$ cat config.mk
export PLATFORM = sky130hd
export DESIGN_NAME = power_of_five_period_decoder
export DESIGN_NICKNAME = d
export VERILOG_FILES = /design/src/rtl/power_of_five_period_decoder_pkg.sv /design/src/rtl/power_of_five_period_decoder_sync_rise_detect.sv /design/src/rtl/power_of_five_period_decoder.sv
export SDC_FILE = /design/constraint.sdc
export NUM_CORES = 1
export LEC_CHECK = 0
export CORE_UTILIZATION = 35
export CTS_CLUSTER_DIAMETER = 50
export DETAILED_ROUTE_END_ITERATION = 10
export HOLD_SLACK_MARGIN = 0.06
export PLACE_DENSITY = 0.53
export SLEW_MARGIN = 5
export SYNTH_ARGS = -nofsm -noshare
export SYNTH_HDL_FRONTEND = slang
export SYNTH_SLANG_ARGS = --single-unit
export TNS_END_PERCENT = 100
$ cat constraint.sdc
create_clock -name Clock -period 4.2 [get_ports Clock]
set_input_delay 0.42 -clock Clock [delete_from_list [all_inputs] [get_ports Clock]]
set_output_delay 0.42 -clock Clock [all_outputs]
set_load 0.01 [all_outputs]
$ cat src/rtl/power_of_five_period_decoder_pkg.sv
// power_of_five_period_decoder_pkg: shared power-of-five tables, window helpers and decoder state type
package power_of_five_period_decoder_pkg;

    localparam int unsigned POW5 [0:7] = '{1, 5, 25, 125, 625, 3125, 15625, 78125};

    localparam int unsigned DEF_MAX_POWER = 7;
    localparam int unsigned DEF_TOL_SHIFT = 3;

    typedef enum logic [1:0] {WAIT_EDGE, MEASURE, DECODE} state_t;

    function automatic int unsigned tol_of(input int k, input int shift);
        return POW5[k] >> shift;
    endfunction

    function automatic int unsigned timeout_of(input int max_power, input int shift);
        return POW5[max_power] + tol_of(max_power, shift);
    endfunction

    function automatic logic in_window(input int unsigned p, input int k, input int shift);
        return (p + tol_of(k, shift) >= POW5[k]) && (p <= POW5[k] + tol_of(k, shift));
    endfunction

    localparam int unsigned TIMEOUT = timeout_of(DEF_MAX_POWER, DEF_TOL_SHIFT);

endpackage

$ cat src/rtl/power_of_five_period_decoder_sync_rise_detect.sv
// sync_rise_detect: two-flop synchroniser followed by a registered rising-edge pulse
module sync_rise_detect (
    input  logic Clock,
    input  logic Reset,
    input  logic SignalIn,
    output logic Rise
);

    logic [1:0] sync;
    logic       last;

    // Resynchronise the input, remember the previous level and pulse once per rising edge
    always_ff @(posedge Clock)
        if (Reset) begin
            sync <= '0;
            last <= 1'b0;
            Rise <= 1'b0;
        end else begin
            sync <= {sync[0], SignalIn};
            last <= sync[1];
            Rise <= sync[1] & ~last;
        end

endmodule

$ cat src/rtl/power_of_five_period_decoder.sv
// power_of_five_period_decoder: measures an input period and decodes it to k where period is 5^k
module power_of_five_period_decoder
    import power_of_five_period_decoder_pkg::*;
#(
    parameter int MAX_POWER  = 7,
    parameter int CNT_W      = 17,
    parameter int TOL_SHIFT  = 3,
    parameter int LOCK_COUNT = 2
) (
    input  logic       Clock,
    input  logic       Reset,
    input  logic       Enable,
    input  logic       SignalIn,
    output logic [2:0] Power,
    output logic       Valid,
    output logic       Locked,
    output logic       NoSignal
);

    localparam int unsigned TMO = timeout_of(MAX_POWER, TOL_SHIFT);
    localparam int MW = $clog2(LOCK_COUNT + 1);
    localparam logic [MW-1:0] LOCK_N = MW'(LOCK_COUNT);

    state_t           state, state_nx;
    logic             rise;
    logic             timeout;
    logic             hit;
    logic [2:0]       k_hit;
    logic [CNT_W-1:0] cnt, p;
    logic [MW-1:0]    mcount, mcount_nx;

    sync_rise_detect u_rise (
        .Clock   (Clock),
        .Reset   (Reset),
        .SignalIn(SignalIn),
        .Rise    (rise)
    );

    assign timeout = cnt > CNT_W'(TMO);

    // Next state: disable forces a fresh start; a rise wins over a timeout in the same cycle
    always_comb begin
        state_nx = state;
        if (!Enable)
            state_nx = WAIT_EDGE;
        else
            unique case (state)
                WAIT_EDGE: state_nx = rise ? MEASURE : WAIT_EDGE;
                MEASURE:   state_nx = rise ? DECODE : timeout ? WAIT_EDGE : MEASURE;
                DECODE:    state_nx = MEASURE;
                default:   state_nx = WAIT_EDGE;
            endcase
    end

    // Compare the captured period against every power window; windows are disjoint so at most one hits
    always_comb begin
        hit = 1'b0;
        k_hit = 3'd0;
        for (int k = 1; k <= MAX_POWER; k++)
            if (in_window(32'(p), k, TOL_SHIFT)) begin
                hit = 1'b1;
                k_hit = 3'(k);
            end
        mcount_nx = (k_hit != Power) ? MW'(1) : (mcount == LOCK_N) ? mcount : mcount + MW'(1);
    end

    // State register
    always_ff @(posedge Clock)
        if (Reset)
            state <= WAIT_EDGE;
        else
            state <= state_nx;

    // Period counter: restarts at 1 after every rise, idles at 0 while waiting, saturates at all-ones
    always_ff @(posedge Clock)
        if (Reset || !Enable || (state == WAIT_EDGE && !rise))
            cnt <= '0;
        else if (rise)
            cnt <= CNT_W'(1);
        else if (cnt != '1)
            cnt <= cnt + CNT_W'(1);

    // Capture, decode results, lock tracking and loss-of-signal flag
    always_ff @(posedge Clock)
        if (Reset) begin
            p        <= '0;
            Power    <= 3'd0;
            Valid    <= 1'b0;
            Locked   <= 1'b0;
            NoSignal <= 1'b0;
            mcount   <= '0;
        end else begin
            Valid <= 1'b0;
            if (!Enable) begin
                Locked   <= 1'b0;
                NoSignal <= 1'b0;
                mcount   <= '0;
            end else if (state == MEASURE && rise) begin
                p <= cnt;
            end else if (state == MEASURE && timeout) begin
                NoSignal <= 1'b1;
                Locked   <= 1'b0;
                mcount   <= '0;
            end else if (state == DECODE) begin
                if (hit) begin
                    Valid    <= 1'b1;
                    Power    <= k_hit;
                    NoSignal <= 1'b0;
                    mcount   <= mcount_nx;
                    Locked   <= mcount_nx == LOCK_N;
                end else begin
                    mcount <= '0;
                    Locked <= 1'b0;
                end
            end
        end

endmodule

* Word-level counts from Yosys, hierarchy flattened
Index checks and enable logic that the tools add are counted.
Operators by class: add/subtract/negate cells 8, order comparisons 15, equality and inequality tests 6, muxes and demuxes 32, bitwise logic cells 6, reduce and logical (&&, ||, !) cells 25
Operator list (count):
- 2-to-1 mux 1 bit | 19
- adder 17 x 11 -> 18 bit (second input constant) | 1
- adder 17 x 14 -> 18 bit (second input constant) | 1
- adder 17 x 2 -> 18 bit (second input constant) | 1
- adder 17 x 4 -> 18 bit (second input constant) | 1
- adder 17 x 7 -> 18 bit (second input constant) | 1
- adder 17 x 9 -> 18 bit (second input constant) | 1
- greater-or-equal comparator 18 x 10 -> 1 bit (second input constant) | 1
- greater-or-equal comparator 18 x 12 -> 1 bit (second input constant) | 1
- greater-or-equal comparator 18 x 14 -> 1 bit (second input constant) | 1
- greater-or-equal comparator 18 x 17 -> 1 bit (second input constant) | 1
- greater-or-equal comparator 18 x 5 -> 1 bit (second input constant) | 1
- greater-or-equal comparator 18 x 7 -> 1 bit (second input constant) | 1
- 2-to-1 mux 3 bit | 6
- adder 17 x 1 -> 17 bit (second input constant) | 1
- greater-or-equal comparator 17 x 3 -> 1 bit (second input constant) | 1
- greater-than comparator 17 bit (second input constant) | 1
- less-or-equal comparator 17 x 10 -> 1 bit (second input constant) | 1
- less-or-equal comparator 17 x 12 -> 1 bit (second input constant) | 1
- less-or-equal comparator 17 x 15 -> 1 bit (second input constant) | 1
- less-or-equal comparator 17 bit (second input constant) | 1
- less-or-equal comparator 17 x 3 -> 1 bit (second input constant) | 1
- less-or-equal comparator 17 x 5 -> 1 bit (second input constant) | 1
- less-or-equal comparator 17 x 8 -> 1 bit (second input constant) | 1
- other kinds (19) | 45
Storage, ports and cells: bits in registers 48, input bits 4, output and inout bits 6, word-level logic and storage cells 104

* Depth between registers and ports, before layout
Gate-level depths: netlist of the first run.
depth after elaboration 15, depth in mapped cells 14

* By module
From an unflattened synthesis of the first run, not the netlist that was laid out.
Unflattened totals: cell total of the unflattened synthesis 631, area total of the unflattened synthesis 4623.2 um^2
Modules (own cells, without submodules):
- power_of_five_period_decoder | instances 1, cells each 623, area each 4511.8 um^2, sequential area each 880.8 um^2
- sync_rise_detect | instances 1, cells each 8, area each 111.4 um^2, sequential area each 80.1 um^2

* Worst setup path after synthesis of the first run
Ideal clock, no wire load.
kind reg2reg, from register p[2], to register Locked, setup time 84 ps, arrival 3220 ps, setup slack 896 ps, cell stages (with the launch flop) 14, buffers on the path 1, cell sequence dfxtp_1 buf_4 inv_2 ha_1 and4bb_2 o31ai_2 a31oi_1 nor4_1 nor3_1 o31a_1 or3b_1 xor2_1 or3_4 o31ai_2
On the way: longest elaborated chain between the ends 15, elaborated cells between the ends (all ways) 47
Ends and longest elaborated chain:
- start: declaration | RTL line power_of_five_period_decoder.sv:29 | logic [CNT_W-1:0] cnt, p;
- start signal: assignment | RTL line power_of_five_period_decoder.sv:99 | p <= cnt;
- adder 17 x 2 -> 18 bit (tied with other cells) | RTL line power_of_five_period_decoder_pkg.sv:20 | return (p + tol_of(k, shift) >= POW5[k]) && (p <= POW5[k] + tol_of(k, shift));
- greater-or-equal comparator 18 x 5 -> 1 bit or logical AND 1 bit (tied branches) | RTL line power_of_five_period_decoder_pkg.sv:20
- logical AND 1 bit or 2-to-1 mux 1 bit (tied branches) | RTL line power_of_five_period_decoder_pkg.sv:20, power_of_five_period_decoder.sv:60
- 2-to-1 mux 3 bit (6 in a row) | RTL line power_of_five_period_decoder.sv:60 | if (in_window(32'(p), k, TOL_SHIFT)) begin
- != test 3 bit | RTL line power_of_five_period_decoder.sv:64 | mcount_nx = (k_hit != Power) ? MW'(1) : (mcount == LOCK_N) ? mcount : mcount + MW'(1);
- 2-to-1 mux 2 bit | RTL line power_of_five_period_decoder.sv:64
- equality test 2 bit | RTL line power_of_five_period_decoder.sv:110 | Locked <= mcount_nx == LOCK_N;
- 2-to-1 mux 1 bit (*) | RTL line power_of_five_period_decoder.sv:105 | if (hit) begin
- 2-to-1 mux 1 bit (*) | RTL line power_of_five_period_decoder.sv:104 | end else if (state == DECODE) begin
- 2-to-1 mux 1 bit (*) | RTL line power_of_five_period_decoder.sv:100 | end else if (state == MEASURE && timeout) begin
- end signal: assignment | RTL line power_of_five_period_decoder.sv:102 | Locked <= 1'b0;
- end signal: assignment | RTL line power_of_five_period_decoder.sv:110
- end signal: assignment | RTL line power_of_five_period_decoder.sv:113 | Locked <= 1'b0;
- end: declaration | RTL line power_of_five_period_decoder.sv:16 | output logic Locked,
Every way passes the cells marked *; elsewhere a longest branch is shown, timed or not. The select of a mux whose other input is x is not followed. A chain may end at the register's enable or synchronous reset.

* Worst setup path in the final report of the first run
from register p[4], to register Power[2]
On the way: longest elaborated chain between the ends 10, elaborated cells between the ends (all ways) 40
Ends and longest elaborated chain:
- adder 17 x 2 -> 18 bit (tied with other cells) | RTL line power_of_five_period_decoder_pkg.sv:20
- greater-or-equal comparator 18 x 5 -> 1 bit or logical AND 1 bit (tied branches) | RTL line power_of_five_period_decoder_pkg.sv:20
- logical AND 1 bit or 2-to-1 mux 1 bit (tied branches) | RTL line power_of_five_period_decoder_pkg.sv:20, power_of_five_period_decoder.sv:60
- 2-to-1 mux 1 bit (6 in a row) | RTL line power_of_five_period_decoder.sv:60
- AND reduction 5 bit (no line)
- end signal: assignment | RTL line power_of_five_period_decoder.sv:107 | Power <= k_hit;
- end: declaration | RTL line power_of_five_period_decoder.sv:14 | output logic [2:0] Power,
Several ways; a longest one is shown, not always the timed one.

==> results of run 1 <==
## power groups by stage
stage / combinational, uW / sequential [uW] / clock [uW]
2_1_floorplan: 7.60 / 468 / 0
3_3_place_gp: 12.6 / 468 / 0
3_5_place_dp: 12.7 / 468 / 0
4_1_cts: 12.8 / 458 / 462
5_1_grt: 14.2 / 457 / 479
6_report: 12.6 / 458 / 446
## flip-flops by register name, indices dropped and copies added, names as in the netlist
register / cells
Locked: 1
NoSignal: 1
Power: 3
Valid: 1
cnt: 17
mcount: 2
p: 17
state: 2
u_rise.Rise: 1
u_rise.last: 1
u_rise.sync: 2
## routing by layer
layer,wire (um),part of all wire (%)
met1,5984,45
met2,6028,45
met3,853,6.3
met4,569,4.2
met5,0,0
## layout by cell type (no fill, tap or decap), types with 10 or more instances in the layout
master	instances
a21oi_1	42
a31oi_1	11
buf_4	21
dfxtp_1	48
inv_1	17
nand2_1	71
nand3_1	22
nand4_1	18
nor2_1	47
nor2b_1	10
nor3_1	18
o21ai_0	24
o31ai_1	12
xnor2_1	20
xor2_1	11
## worst paths after layout
kind | from | cells after the start | endpoint
hold / removal | u_rise.last | 1 | u_rise.Rise
setup reg to reg | p[4] | 10 | Power[2]
setup / recovery | p[4] | 10 | Power[2]
hold reg to reg | u_rise.last | 1 | u_rise.Rise
## through the flow
stage	area, um2	power (uW)	setup slack [ns]
floorplan	4284	475.2	0.8959
global route	4603	950.6	0.1373
global placement	4436	480.6	0.5375
detailed placement	4436	480.6	0.5343
CTS	4603	932.2	0.4970
finish	4603	916.1	0.4461
## final cells by class
type | instances | share of cell area, %
multi-input cells | 467 | 64.47
repair buffers | 30 | 5.382
clock inverters | 3 | 0.9242
clock buffers | 5 | 2.718
well taps | 147 | 3.996
inverters | 20 | 1.631
flip-flops and latches | 48 | 20.88
## worst max-delay path: cells and delay by family, from the launching register on
kind            cells  cell delay [ns]
buf+inv             1             0.34
flops               1             0.92
simple gates        3             0.82
compound gates      6             1.57
## kinds of logic (layout without fill, tap and decap cells)
kind of cell | after synthesis | in the layout | share of synthesized area (%)
simple gates | 260 | 260 | 31.92
mux | 6 | 6 | 1.460
xor+xnor | 31 | 31 | 6.338
flops | 48 | 48 | 22.43
fa+ha+maj | 9 | 9 | 2.629
buf+inv | 69 | 58 | 8.294
compound gates | 161 | 161 | 26.93
==> summary.txt, run 1 <==
Cells and area
  • N_diodes: 0
  • Storage cell area: 960.9 um2
  • Nets: 585
  • Fin util: 38.48%
  • Multi-input logic area: between 0.002 and 0.003 mm2
  • Fill cell count: 1267
  • Layout cells sized above 1: between 10% and 20%
  • Area growth from synthesis to layout: 7.447%
  • Final std cells w/o fill: 720

Global route
  • Vias in the first global route: 4292
  • Global-route usage over all layers: 22.15%
  • First-pass GRT wire length: 22510 um
  • Total grt overflow: 0
  • Most used routing layer: met2
  • Initial antenna violation count: 0
  • Largest net degree at the start of global routing: 31
  • Global routing usage on met2: about a third
  • Met3 Use GR: 4.158%
  • Grt met1 use: 29.02%

Placement
  • Post-detail-place hpwl: 10090 um
  • # port buffers: 9
  • Gp weighted congestion: 0.9910
  • Cells after DPL: 712

Die
  • Die height: 112.6 um
  • Core box area: 0.01196 mm2
  • Rows: 40
  • Boundary Pins: 10
  • Die area: 0.01269 mm2
  • Initial Util: 35.82%
  • Die Wd: about 110 um

Yosys
  • Area contributors post-synth: dfxtp_1 22%, nand2_1 6.2%, a21oi_1 4.9%, nor2_1 4.1%, xnor2_1 4.1%
  • Post-synth EDFFs: 0
  • Dominant synthesized flop cell: dfxtp_1
  • Synth cell count leaders: 71 x nand2_1, 48 x dfxtp_1, 47 x nor2_1
  • Post-synth top area cell: dfxtp_1
  • Post-synthesis instance total: 584
  • Yosys Warn Count: 0
  • Async SR Flop Fraction: 0%
  • Yosys reg bits: 48
  • Post-Syn Area: 0.004284 mm2
  • Synthesized area per cell: 7.336 um2
  • Proportion of synthesized chip area in sequential cells: 22.43%
  • Total nets after synthesis: 597
  • Yosys cell types: 88
  • Most frequent cell after synthesis: nand2_1
  • Top-area cell type share of the netlist area: 22.43%

Route
  • DR WL/cell: 18.66 um
  • Final ANT Viol Nets: 0
  • DRC errors left: 0
  • TritonRoute pass-1 iters: 5
  • Post-Route WL: 13440 um
  • Initial DRC count: 363
  • Vias: around 4400
  • Via-to-Cell Ratio: 6.142

Pwr
  • NetSw: 175.3 uW
  • Leak Pwr: 0.001541 uW
  • Combinational share of power: 1.4%
  • Pwr Density: 199.0 mW/mm2
  • Pint: 740.9 uW
  • Peak supply drop: 0.2567 mV
  • Flop pwr share: 50.0%
  • Sw Ratio: around a fifth
  • Clk pwr share: 48.7%

STA
  • FMAX: 266.4 MHz
  • Slew headroom: 36.19%
  • RSZ-0062 raised after global routing: false
  • Actual slew at the worst max-slew pin: roughly 0.93 ns
  • Setup TNS: 0 ns
  • Worst hold slack: roughly 0.38 ns
  • Final Max Slew Viols: 0
  • Final Hold Viols: 0
  • Setup violators final: 0
  • Crit share post-route: 89.38%
  • Clock period minus worst slack: 3.754 ns
  • Clk_skew: between 0.002 and 0.003 ns

Critical path
  • Critical-path cell list: inv_1, o31ai_2, o211ai_1, o31ai_1, o221ai_1, a32o_1, nor4_2, a31oi_1, and3_1, nor3_1
  • Reg2reg setup slack: 0.45 ns
  • Critical path's slowest cell: dfxtp_1
  • Critical Path RT: 4.40 ns
  • Critical path class: flop to flop
  • Setup crit end kind: flop
  • WP data arrival: approximately 4.0 ns
  • Critical Path Fanout Max: 25
  • Critical Path Source Type: flop
  • Slowest stage delay, CP: 0.92 ns

Clocking
  • Worst-Skew Late Latency: 0.29 ns
  • Clock Pin Slew Worst Setup and Hold Paths: around 0.06 ns
  • Post-CTS Setup Inserts: 0
  • # clock sinks: 48
  • Max Root-Sink Buffers: 2
  • Clock root buffer: clkbuf_16
  • CTS Buf Count: 5
  • H-tree levels: 2
  • Post-cts sizing count: 0
  • CTS tree: done
  • Hold-fix buffers, CTS: 0

Run status
  • Outcome: finished clean

Run
  • Max-cap violations: 0

Worst hold path
  • HP Class: flop to flop
Power figures use the tool's default switching activity.
==> inputs of run 2 (changes only) <==
--- a/config.mk
+++ b/config.mk
@@ -8,6 +8,7 @@
 export CORE_UTILIZATION = 35
 export CTS_CLUSTER_DIAMETER = 50
 export DETAILED_ROUTE_END_ITERATION = 10
+export GPL_TIMING_DRIVEN = 0
 export HOLD_SLACK_MARGIN = 0.06
 export PLACE_DENSITY = 0.53
 export SLEW_MARGIN = 5
==> summary.txt, run 2 (same netlist as run 1, synthesis figures left out) <==
Run status
  • Outcome: finished clean

Pwr
  • NetSw: 179.6 uW (+2.5%)
  • Flop pwr share: 52.3% (+2.3 points)
  • Combinational share of power: 1.4% (about the same)
  • Pint: 696.0 uW (-6.1%)
  • Leak Pwr: 0.001582 uW (+2.7%)
  • Clk pwr share: 46.3% (-2.4 points)
  • Pwr Density: 186.2 mW/mm2 (-6.5%)
  • Peak supply drop: 0.2433 mV (-5.3%)
  • Sw Ratio: 20.51% (+1.4 points)

Clocking
  • CTS tree: done
  • Hold-fix buffers, CTS: 0 (unchanged)
  • Worst-Skew Late Latency: 0.29 ns (about the same)
  • Clock Pin Slew Worst Setup and Hold Paths: 0.06 ns (about the same)
  • Max Root-Sink Buffers: 2 (unchanged)
  • CTS Buf Count: 5 (unchanged)
  • H-tree levels: 2 (unchanged)
  • Clock root buffer: clkbuf_16
  • # clock sinks: 48 (unchanged)

Critical path
  • Critical Path Fanout Max: 10 (-60%)
  • Slowest stage delay, CP: 0.54 ns (-0.38 ns)
  • Critical path's slowest cell: dfxtp_1
  • Critical path class: flop to flop
  • Critical Path RT: 4.41 ns (about the same)
  • CP Launch Point: p[2]
  • Setup crit end kind: flop
  • Critical-path cell list: buf_4, inv_2, ha_1, and4bb_2, o31ai_2, a22oi_1, o21ai_0, a31oi_1, o31a_1, or3b_1, xor2_1, or3_4, o31ai_2
  • WP data arrival: 4.17 ns (+0.22 ns)
  • Most used cell, CP: o31ai_2
  • Critical Path Source Type: flop
  • Critical R2R Launch: p[2]

Route
  • Final ANT Viol Nets: 0 (unchanged)
  • Via-to-Cell Ratio: 6.236 (+1.5%)
  • DR WL/cell: 20.00 um (+7.2%)
  • DRC errors left: 0 (unchanged)
  • Post-Route WL: 14940 um (+11%)
  • Initial DRC count: 475 (+31%)
  • Vias: 4658 (+5.3%)
  • TritonRoute pass-1 iters: 5 (unchanged)

Cells and area
  • Multi-input logic area: 0.002974 mm2 (+0.21%)
  • Storage cell area: 960.9 um2 (unchanged)
  • Regs by FF count: cnt x17, p x17, Power x3
  • Fill cell count: 1268 (+0.079%)
  • Leading cell type in the layout, fill and taps excluded: nand2_1
  • Area growth from synthesis to layout: 9.784%
  • N_diodes: 0 (unchanged)
  • Layout cells sized above 1: 10.50% (-0.15 points)
  • Nets: 612 (+4.6%)
  • Commonest cells after routing, fill and taps aside: 71 x nand2_1, 48 x dfxtp_1, 47 x nor2_1, 42 x a21oi_1, 24 x o21ai_0

Global route
  • Initial antenna violation count: 0 (unchanged)
  • Total grt overflow: 0 (unchanged)
  • Global-route usage over all layers: 23.93% (+1.8 points)
  • First-pass GRT wire length: 23810 um (+5.8%)
  • Vias in the first global route: 4330 (+0.89%)
  • Largest net degree at the start of global routing: 15 (-52%)

Worst hold path
  • Hold Crit Start: u_rise.last
  • HP Class: flop to flop

STA
  • Final Max Slew Viols: 0 (unchanged)
  • Setup TNS: 0 ns (unchanged)
  • Clock period minus worst slack: 3.967 ns (+0.2127 ns)
  • Worst hold slack: 0.3888 ns (+0.005677 ns)
  • Slew headroom: 50.89% (+15 points)
  • Setup violators final: 0 (unchanged)
  • Final Hold Viols: 0 (unchanged)
  • Crit share post-route: 94.44% (+5.1 points)
  • Actual slew at the worst max-slew pin: 0.7310 ns (-0.2020 ns)
  • FMAX: 252.1 MHz (-5.4%)
  • Clk_skew: 0.005545 ns (+0.002618 ns)
  • RSZ-0062 raised after global routing: false

Die
  • Core box area: 0.01196 mm2 (unchanged)
  • Die Wd: 112.6 um (unchanged)
  • Initial Util: 35.82% (unchanged)
  • Boundary Pins: 10 (unchanged)
  • Die area: 0.01269 mm2 (unchanged)
  • Die height: 112.6 um (unchanged)
  • Rows: 40 (unchanged)

Placement
  • Post-detail-place hpwl: 11400 um (+13%)
  • Gp weighted congestion: 0.9651 (-2.6%)
  • # port buffers: 8 (-1)

Run
  • Max-cap violations: 0 (unchanged)
run 2: per-layer routing:
layer | wire length (um) | GRT usage, %
met5 | 0 | 0
met4 | 557 | 8.978
met3 | 1091 | 3.402
met2 | 6769 | 38.64
met1 | 6523 | 32.25
run 2: timing repair:
item                                    4_1_cts  5_1_grt
setup buffers                                 0        0
endpoints found under the setup margin        0        5
gates resized for setup                       0        1
run 2: worst paths after layout:
kind            endpoint  slack, ns  cells after the start
max               Locked       0.23                     13
max reg2reg       Locked       0.23                     13
min          u_rise.Rise       0.39                      1
min reg2reg  u_rise.Rise       0.39                      1
run 2: area by class of cell:
cell class	instances	share of cell area [%]
Inverter	20	1.596
Multi-Input combinational cell	467	63.23
Timing Repair Buffer	8	1.703
Sequential cell	48	20.43
Clock inverter	2	0.2128
Clock buffer	6	2.953
Buffer	49	5.959
Tap cell	147	3.911
run 2: worst max-delay path: cells and delay by family (launching register included):
family	cells	cell delay [ns]
AOI/OAI and AO/OA	6	1.41
and+or+nand+nor	3	1.10
DFF	1	0.54
buffers and inverters	2	0.38
adders and majority gates	1	0.27
xor gates and xnor gates	1	0.18
run 2: power by group through the flow:
stage | Combinational, uW | Clock [uW] | Sequential, uW
2_1_floorplan | 7.60 | 0 | 468
6_report | 12.6 | 405 | 458
5_1_grt | 14.5 | 436 | 457
4_1_cts | 13.0 | 417 | 457
3_5_place_dp | 13.0 | 0 | 468
3_3_place_gp | 12.7 | 0 | 468
run 2: metrics by stage:
| stage | cells | cell area (um2) | utilization (%) | power, uW | setup WS (ns) |
|---|---|---|---|---|---|
| after floorplan | 584 | 4284 | - | 475.2 | 0.8959 |
| after global placement | 739 | 4548 | 38.02 | 480.6 | 0.2605 |
| after detailed placement | 739 | 4548 | 38.02 | 480.8 | 0.2004 |
| after CTS | 747 | 4697 | 39.27 | 887.7 | 0.1771 |
| after global routing | 747 | 4703 | 39.32 | 907.6 | 0.03275 |
| final | 747 | 4703 | 39.32 | 875.5 | 0.2334 |
